$ cat config.mk
export PLATFORM = sky130hd
export DESIGN_NAME = neuron_layer_sched
export DESIGN_NICKNAME = d
export VERILOG_FILES = /design/src/rtl/neuron_layer_sched.sv
export SDC_FILE = /design/constraint.sdc
export NUM_CORES = 2
export LEC_CHECK = 0
export ABC_AREA = 1
export CORE_MARGIN = 4
export CORE_UTILIZATION = 60
export CTS_CLUSTER_SIZE = 20
export DETAILED_ROUTE_END_ITERATION = 10
export PLACE_DENSITY = 0.81
export SYNTH_ARGS = -nofsm -noshare
export SYNTH_HDL_FRONTEND = slang
export SYNTH_SLANG_ARGS = --single-unit
$ cat constraint.sdc
create_clock -name clk -period 8.95 [get_ports clk]
set_clock_uncertainty 0.1 [all_clocks]
set_input_delay 0.895 -clock clk [delete_from_list [all_inputs] [get_ports clk]]
set_output_delay 0.895 -clock clk [all_outputs]
set_load 0.01 [all_outputs]
$ cat src/rtl/neuron_layer_sched.sv
// Time-multiplexed scheduler that runs N_NEURONS 2-input Q-format neurons (ReLU) over one input pair on a shared MAC.
// Optional macro NEURON_SAT_EN: saturate the shifted sum to W bits instead of wrapping it.
module neuron_layer_sched #(
  parameter int INT_BITS  = 6,
  parameter int FRAC_BITS = 12,
  parameter int N_NEURONS = 4,
  localparam int W        = INT_BITS + FRAC_BITS,
  localparam int IDX_W    = $clog2(N_NEURONS)
) (
  input  logic             clk,
  input  logic             rst,
  input  logic             in_valid,
  output logic             in_ready,
  input  logic [W-1:0]     in_x1,
  input  logic [W-1:0]     in_x2,
  output logic             out_valid,
  input  logic             out_ready,
  output logic [W-1:0]     out_y,
  output logic [IDX_W-1:0] out_idx,
  output logic             out_last,
  input  logic             cfg_we,
  input  logic [1:0]       cfg_sel,
  input  logic [IDX_W-1:0] cfg_idx,
  input  logic [W-1:0]     cfg_data,
  output logic             cfg_err,
  output logic             busy,
  output logic [1:0]       dbg_state
);

  // Handshakes: a transfer happens on a rising edge where valid & ready are both 1;
  // out_y/out_idx/out_last stay stable while out_valid is high and out_ready is low.

  localparam int ACC_W = 2 * W + 2;
  localparam int T_W   = ACC_W - FRAC_BITS;
  localparam logic [IDX_W-1:0] LAST_IDX = IDX_W'(N_NEURONS - 1);
  localparam logic [IDX_W:0]   N_LIMIT  = (IDX_W + 1)'(N_NEURONS);
  localparam logic [W-1:0]     Y_MAX    = {1'b0, {(W - 1){1'b1}}};

  typedef enum logic [1:0] {
    S_IDLE = 2'd0,
    S_MAC1 = 2'd1,
    S_MAC2 = 2'd2,
    S_OUT  = 2'd3
  } state_t;

  state_t                  r_state;
  logic signed [W-1:0]     r_w1   [N_NEURONS];
  logic signed [W-1:0]     r_w2   [N_NEURONS];
  logic signed [W-1:0]     r_bias [N_NEURONS];
  logic signed [W-1:0]     r_x1;
  logic signed [W-1:0]     r_x2;
  logic [IDX_W-1:0]        r_idx;
  logic signed [ACC_W-1:0] r_acc;
  logic [W-1:0]            r_out_y;
  logic [IDX_W-1:0]        r_out_idx;
  logic                    r_out_valid;
  logic                    r_out_last;
  logic                    r_cfg_err;

  logic signed [W-1:0]     w_w1;
  logic signed [W-1:0]     w_w2;
  logic signed [W-1:0]     w_bias;
  logic signed [2*W-1:0]   w_prod1;
  logic signed [2*W-1:0]   w_prod2;
  logic signed [ACC_W-1:0] w_bias_sh;
  logic signed [ACC_W-1:0] w_mac1;
  logic signed [ACC_W-1:0] w_sum;
  logic [T_W-1:0]          w_t;
  logic [W-1:0]            w_y;
  logic                    w_cfg_idx_ok;
  logic                    w_accept;
  logic                    w_unused;

  assign w_w1   = r_w1[r_idx];
  assign w_w2   = r_w2[r_idx];
  assign w_bias = r_bias[r_idx];

  assign w_prod1   = r_x1 * w_w1;
  assign w_prod2   = r_x2 * w_w2;
  assign w_bias_sh = {{(ACC_W - W - FRAC_BITS){w_bias[W-1]}}, w_bias, {FRAC_BITS{1'b0}}};
  assign w_mac1    = w_bias_sh + {{2{w_prod1[2*W-1]}}, w_prod1};
  assign w_sum     = r_acc + {{2{w_prod2[2*W-1]}}, w_prod2};
  // Dropping the low FRAC_BITS of a signed value is an arithmetic shift rounding toward -inf.
  assign w_t       = w_sum[ACC_W-1:FRAC_BITS];

`ifdef NEURON_SAT_EN
  always_comb begin
    w_y = '0;
    if (w_t[T_W-1]) begin
      w_y = '0;
    end else if (|w_t[T_W-2:W-1]) begin
      w_y = Y_MAX;
    end else begin
      w_y = w_t[W-1:0];
    end
  end
  assign w_unused = ^w_sum[FRAC_BITS-1:0];
`else
  always_comb begin
    w_y = '0;
    if (!w_t[W-1]) begin
      w_y = w_t[W-1:0];
    end
  end
  assign w_unused = ^{w_sum[FRAC_BITS-1:0], w_t[T_W-1:W]};
`endif

  assign w_cfg_idx_ok = ({1'b0, cfg_idx} < N_LIMIT);
  assign w_accept     = in_valid && (r_state == S_IDLE);

  always_ff @(posedge clk) begin
    if (rst) begin
      r_state     <= S_IDLE;
      r_x1        <= '0;
      r_x2        <= '0;
      r_idx       <= '0;
      r_acc       <= '0;
      r_out_y     <= '0;
      r_out_idx   <= '0;
      r_out_valid <= 1'b0;
      r_out_last  <= 1'b0;
      r_cfg_err   <= 1'b0;
      for (int i = 0; i < N_NEURONS; i++) begin
        r_w1[i]   <= '0;
        r_w2[i]   <= '0;
        r_bias[i] <= '0;
      end
    end else begin
      r_cfg_err <= 1'b0;
      // Writes land at the same edge as an accept, so the pass sees the new value in MAC1.
      if (cfg_we) begin
        if ((r_state == S_IDLE) && w_cfg_idx_ok) begin
          case (cfg_sel)
            2'd0:    r_w1[cfg_idx]   <= cfg_data;
            2'd1:    r_w2[cfg_idx]   <= cfg_data;
            2'd2:    r_bias[cfg_idx] <= cfg_data;
            default: ;
          endcase
        end else begin
          r_cfg_err <= 1'b1;
        end
      end

      case (r_state)
        S_IDLE: begin
          if (w_accept) begin
            r_x1    <= in_x1;
            r_x2    <= in_x2;
            r_idx   <= '0;
            r_state <= S_MAC1;
          end
        end
        S_MAC1: begin
          r_acc   <= w_mac1;
          r_state <= S_MAC2;
        end
        S_MAC2: begin
          r_out_y     <= w_y;
          r_out_idx   <= r_idx;
          r_out_last  <= (r_idx == LAST_IDX);
          r_out_valid <= 1'b1;
          r_state     <= S_OUT;
        end
        S_OUT: begin
          if (out_ready) begin
            r_out_valid <= 1'b0;
            r_out_last  <= 1'b0;
            if (r_idx == LAST_IDX) begin
              r_state <= S_IDLE;
            end else begin
              r_idx   <= r_idx + 1'b1;
              r_state <= S_MAC1;
            end
          end
        end
        default: r_state <= S_IDLE;
      endcase
    end
  end

  assign in_ready  = (r_state == S_IDLE);
  assign busy      = (r_state != S_IDLE);
  assign out_valid = r_out_valid;
  assign out_y     = r_out_y;
  assign out_idx   = r_out_idx;
  assign out_last  = r_out_last;
  assign cfg_err   = r_cfg_err;
  assign dbg_state = r_state;

endmodule

==> flow_summary.yaml <==
outcome:
  outcome: "completed"
sta:
  worst-slew-pin-transition_ns: 1.105
  min_period_over_period_pct: 86.38
  setup-tns-final_ns: 0
  rsz0062_at_grt: "no"
  hold_viol_final: 0
  fmax_mhz: 129.4
  relSlewSlack_pct: 26.30
  timing.final.crit_period_ns: 7.731
  drv_slew: 0
  setup_violations: 0
synthesis:
  async_flop_share_pct: 0
  synth_edf_count: 216
  netlist.top_cell.by_area: "fa_1"
  synth_fp_nets: 4838
  yosysTopAreaCellShare_pct: 34.12
  synth_area_leaders: "fa_1, edfxtp_1, inv_1"
  syn_area_per_cell_um2: 8.762
  ys_types: 47
  netlist_area_mm2: 0.03491
  ys_ff_latch: 310
  yosysWarnings: 0
  ys.flop_type: "edfxtp_1"
  seq_area_frac_synth_pct: 23.97
  syn_inst: 3984
grt:
  grt_first_pass_wirelength_mm: 148.5
  grt-ovfl-total: 0
  grt_usage_pct: 30.44
  grt_max_degree: 109
  antenna_found_initial: 1
  grt_pass1_vias: 28070
worst_setup_path:
  cp_slowest_stage_delay_ns: 0.76
  worstSetupPathType: "flip-flop to flip-flop"
  path_max_fanout: 33
  crit_path_frequent_cell: "fa_1"
  arrival_ns: 8.08
  required_ns: 9.30
  worstSetupStartpointType: "flip-flop"
  crit_path_top_delay_cell: "a32o_1"
  crit_family: "adder cells"
  cp-end-kind: "flip-flop"
  crit_buf_inv: 6
routing:
  drc: 0
  first_pass_iters: 6
  viasPerCell: 5.639
  drtAntennaViolNets: 0
  wl_per_cell_um: 19.73
  drt_iter0_markers: 2514
  num_vias: 26790
  drt-total-wl_mm: 93.73
cells_and_area:
  multi_input_area_mm2: 0.02265
  fin_util_pct: 64.91
  regArea_mm2: 0.008372
  layout-drive-gt1-share_pct: 3.437
  n_fill_cell: 4637
  area_growth_syn_to_layout_pct: 7.272
  diodes: 0
  nets: 4815
clock_network:
  root_buffer: "clkbuf_16"
  cts.sinks: 310
  cts-root-to-sink-buffers: 3
  cts-resized-gates: 0
  clkSlewWorstSetupHoldPaths_ns: 0.06
  insertion_delay_ns: 0.59
  cts_tree: "done"
  postCtsSetupRepairBufs: 0
  ctsHtreeMaxLevel: 2
  numCtsBuffers: 37
  ctsHoldBuffers: 0
worst_hold_path:
  min-delay-path-class: "flip-flop to flip-flop"
floorplan:
  dieArea_mm2: 0.06211
  io_pins: 90
  die_h_um: 249.2
  die_w_um: 249.2
  start_util_pct: 60.51
  core-area_mm2: 0.05770
  num_rows: 88
place:
  portBuffers: 88
  hpwlAfterDp_mm: 72.73
  gp_congestion: 0.9674
job:
  cap_violations: 0
-- layer usage --
metal  share of wire (%)  vias to the layer above  global-route usage [%]
met5                   0                        -                       0
met4                 5.3                        0                   13.93
met3                 8.6                      287                   5.210
met2                  50                     1330                   52.99
met1                  36                    13230                   37.35
li1                    -                    11940                       -
-- worst min-delay path, cell delays in order, from the launching register on --
cell and delay (ns):
dfxtp_1 0.31, nand2_1 0.06, a21oi_1 0.05
-- cell usage after synthesis, types with 17 or more instances --
cell      count
a21oi_1     143
clkbuf_1    135
dfxtp_1      94
edfxtp_1    216
fa_1        595
ha_1        196
inv_1       820
nand2_1     670
nand3_1     121
nand3_2      17
nor2_1      640
o21ai_0     104
xnor2_1      23
xor2_1       27
-- kinds of logic after synthesis --
family,synth area share (%)
compound gates,5.186
xor+xnor,1.301
fa+ha+maj,41.15
buf+inv,11.16
flops,23.97
other cells,0.01074
simple gates,17.23
-- cell type report --
type / instances / share of cell area, %
tap: 765 / 2.556
clock buffer: 47 / 2.573
multi-input combinational: 2660 / 60.49
clock inverter: 17 / 0.7117
inverter: 842 / 8.466
sequential: 310 / 22.36
timing repair buffer: 110 / 2.847
-- layout by cell type, fill, tap and decap left out, types with 5 or more instances in the layout --
master           netlist  final
nor4_1                 5      5
nor3_1                15     15
edfxtp_1             216    216
a21o_1                 9      9
nor2_1               640    640
or2_2                  5      5
nand2_2               11     12
nand4_1               11     11
o21bai_1               7      7
a32o_1                16     16
nand3_2               17     17
fa_1                 595    595
dfxtp_1               94     93
clkbuf_16              0     37
ha_1                 196    196
clkinv_1              14     15
nand3_1              121    121
buf_4                  5     20
inv_1                820    819
xor2_1                27     27
o21ai_0              104    101
a31oi_1                6      6
clkbuf_1             135     10
clkdlybuf4s50_1        0     87
a21oi_2               10     10
xnor2_1               23     23
a21oi_1              143    143
nand2_1              670    669
o211ai_1               6      6
inv_2                  5      6
-- final timing paths --
check             startpoint         to  slack [ns]  cells after the start
setup / recovery   flip-flop  out_y[16]        1.22                     26
hold / removal      out_y[5]   out_y[5]        0.36                      2
setup reg to reg   flip-flop  out_y[16]        1.22                     26
hold reg to reg     out_y[5]   out_y[5]        0.36                      2
-- registers in the layout (all words and copies together), names as in the netlist, named ones only --
| signal | flops |
|---|---|
| r_w2 | 72 |
| out_last | 1 |
| out_y | 17 |
| r_w1 | 72 |
| out_idx | 2 |
| r_x1 | 18 |
| cfg_err | 1 |
| r_idx | 2 |
| dbg_state | 2 |
| r_x2 | 18 |
| r_bias | 72 |
| out_valid | 1 |
| r_acc | 30 |
-- stage by stage --
step	hold slack, ns	cell area (um^2)	cells	setup slack, ns
global route	0.3837	37450	4751	0.6849
finish	0.3644	37450	4751	1.219
detailed placement	0.3599	36220	4687	1.345
CTS	0.3688	37450	4751	1.264
floorplan	0.3492	34910	3984	2.074
global placement	0.3515	36220	4687	1.507
Power is not shown: default switching activity piles up to over one toggle a cycle in this logic, so the estimate is an artifact.
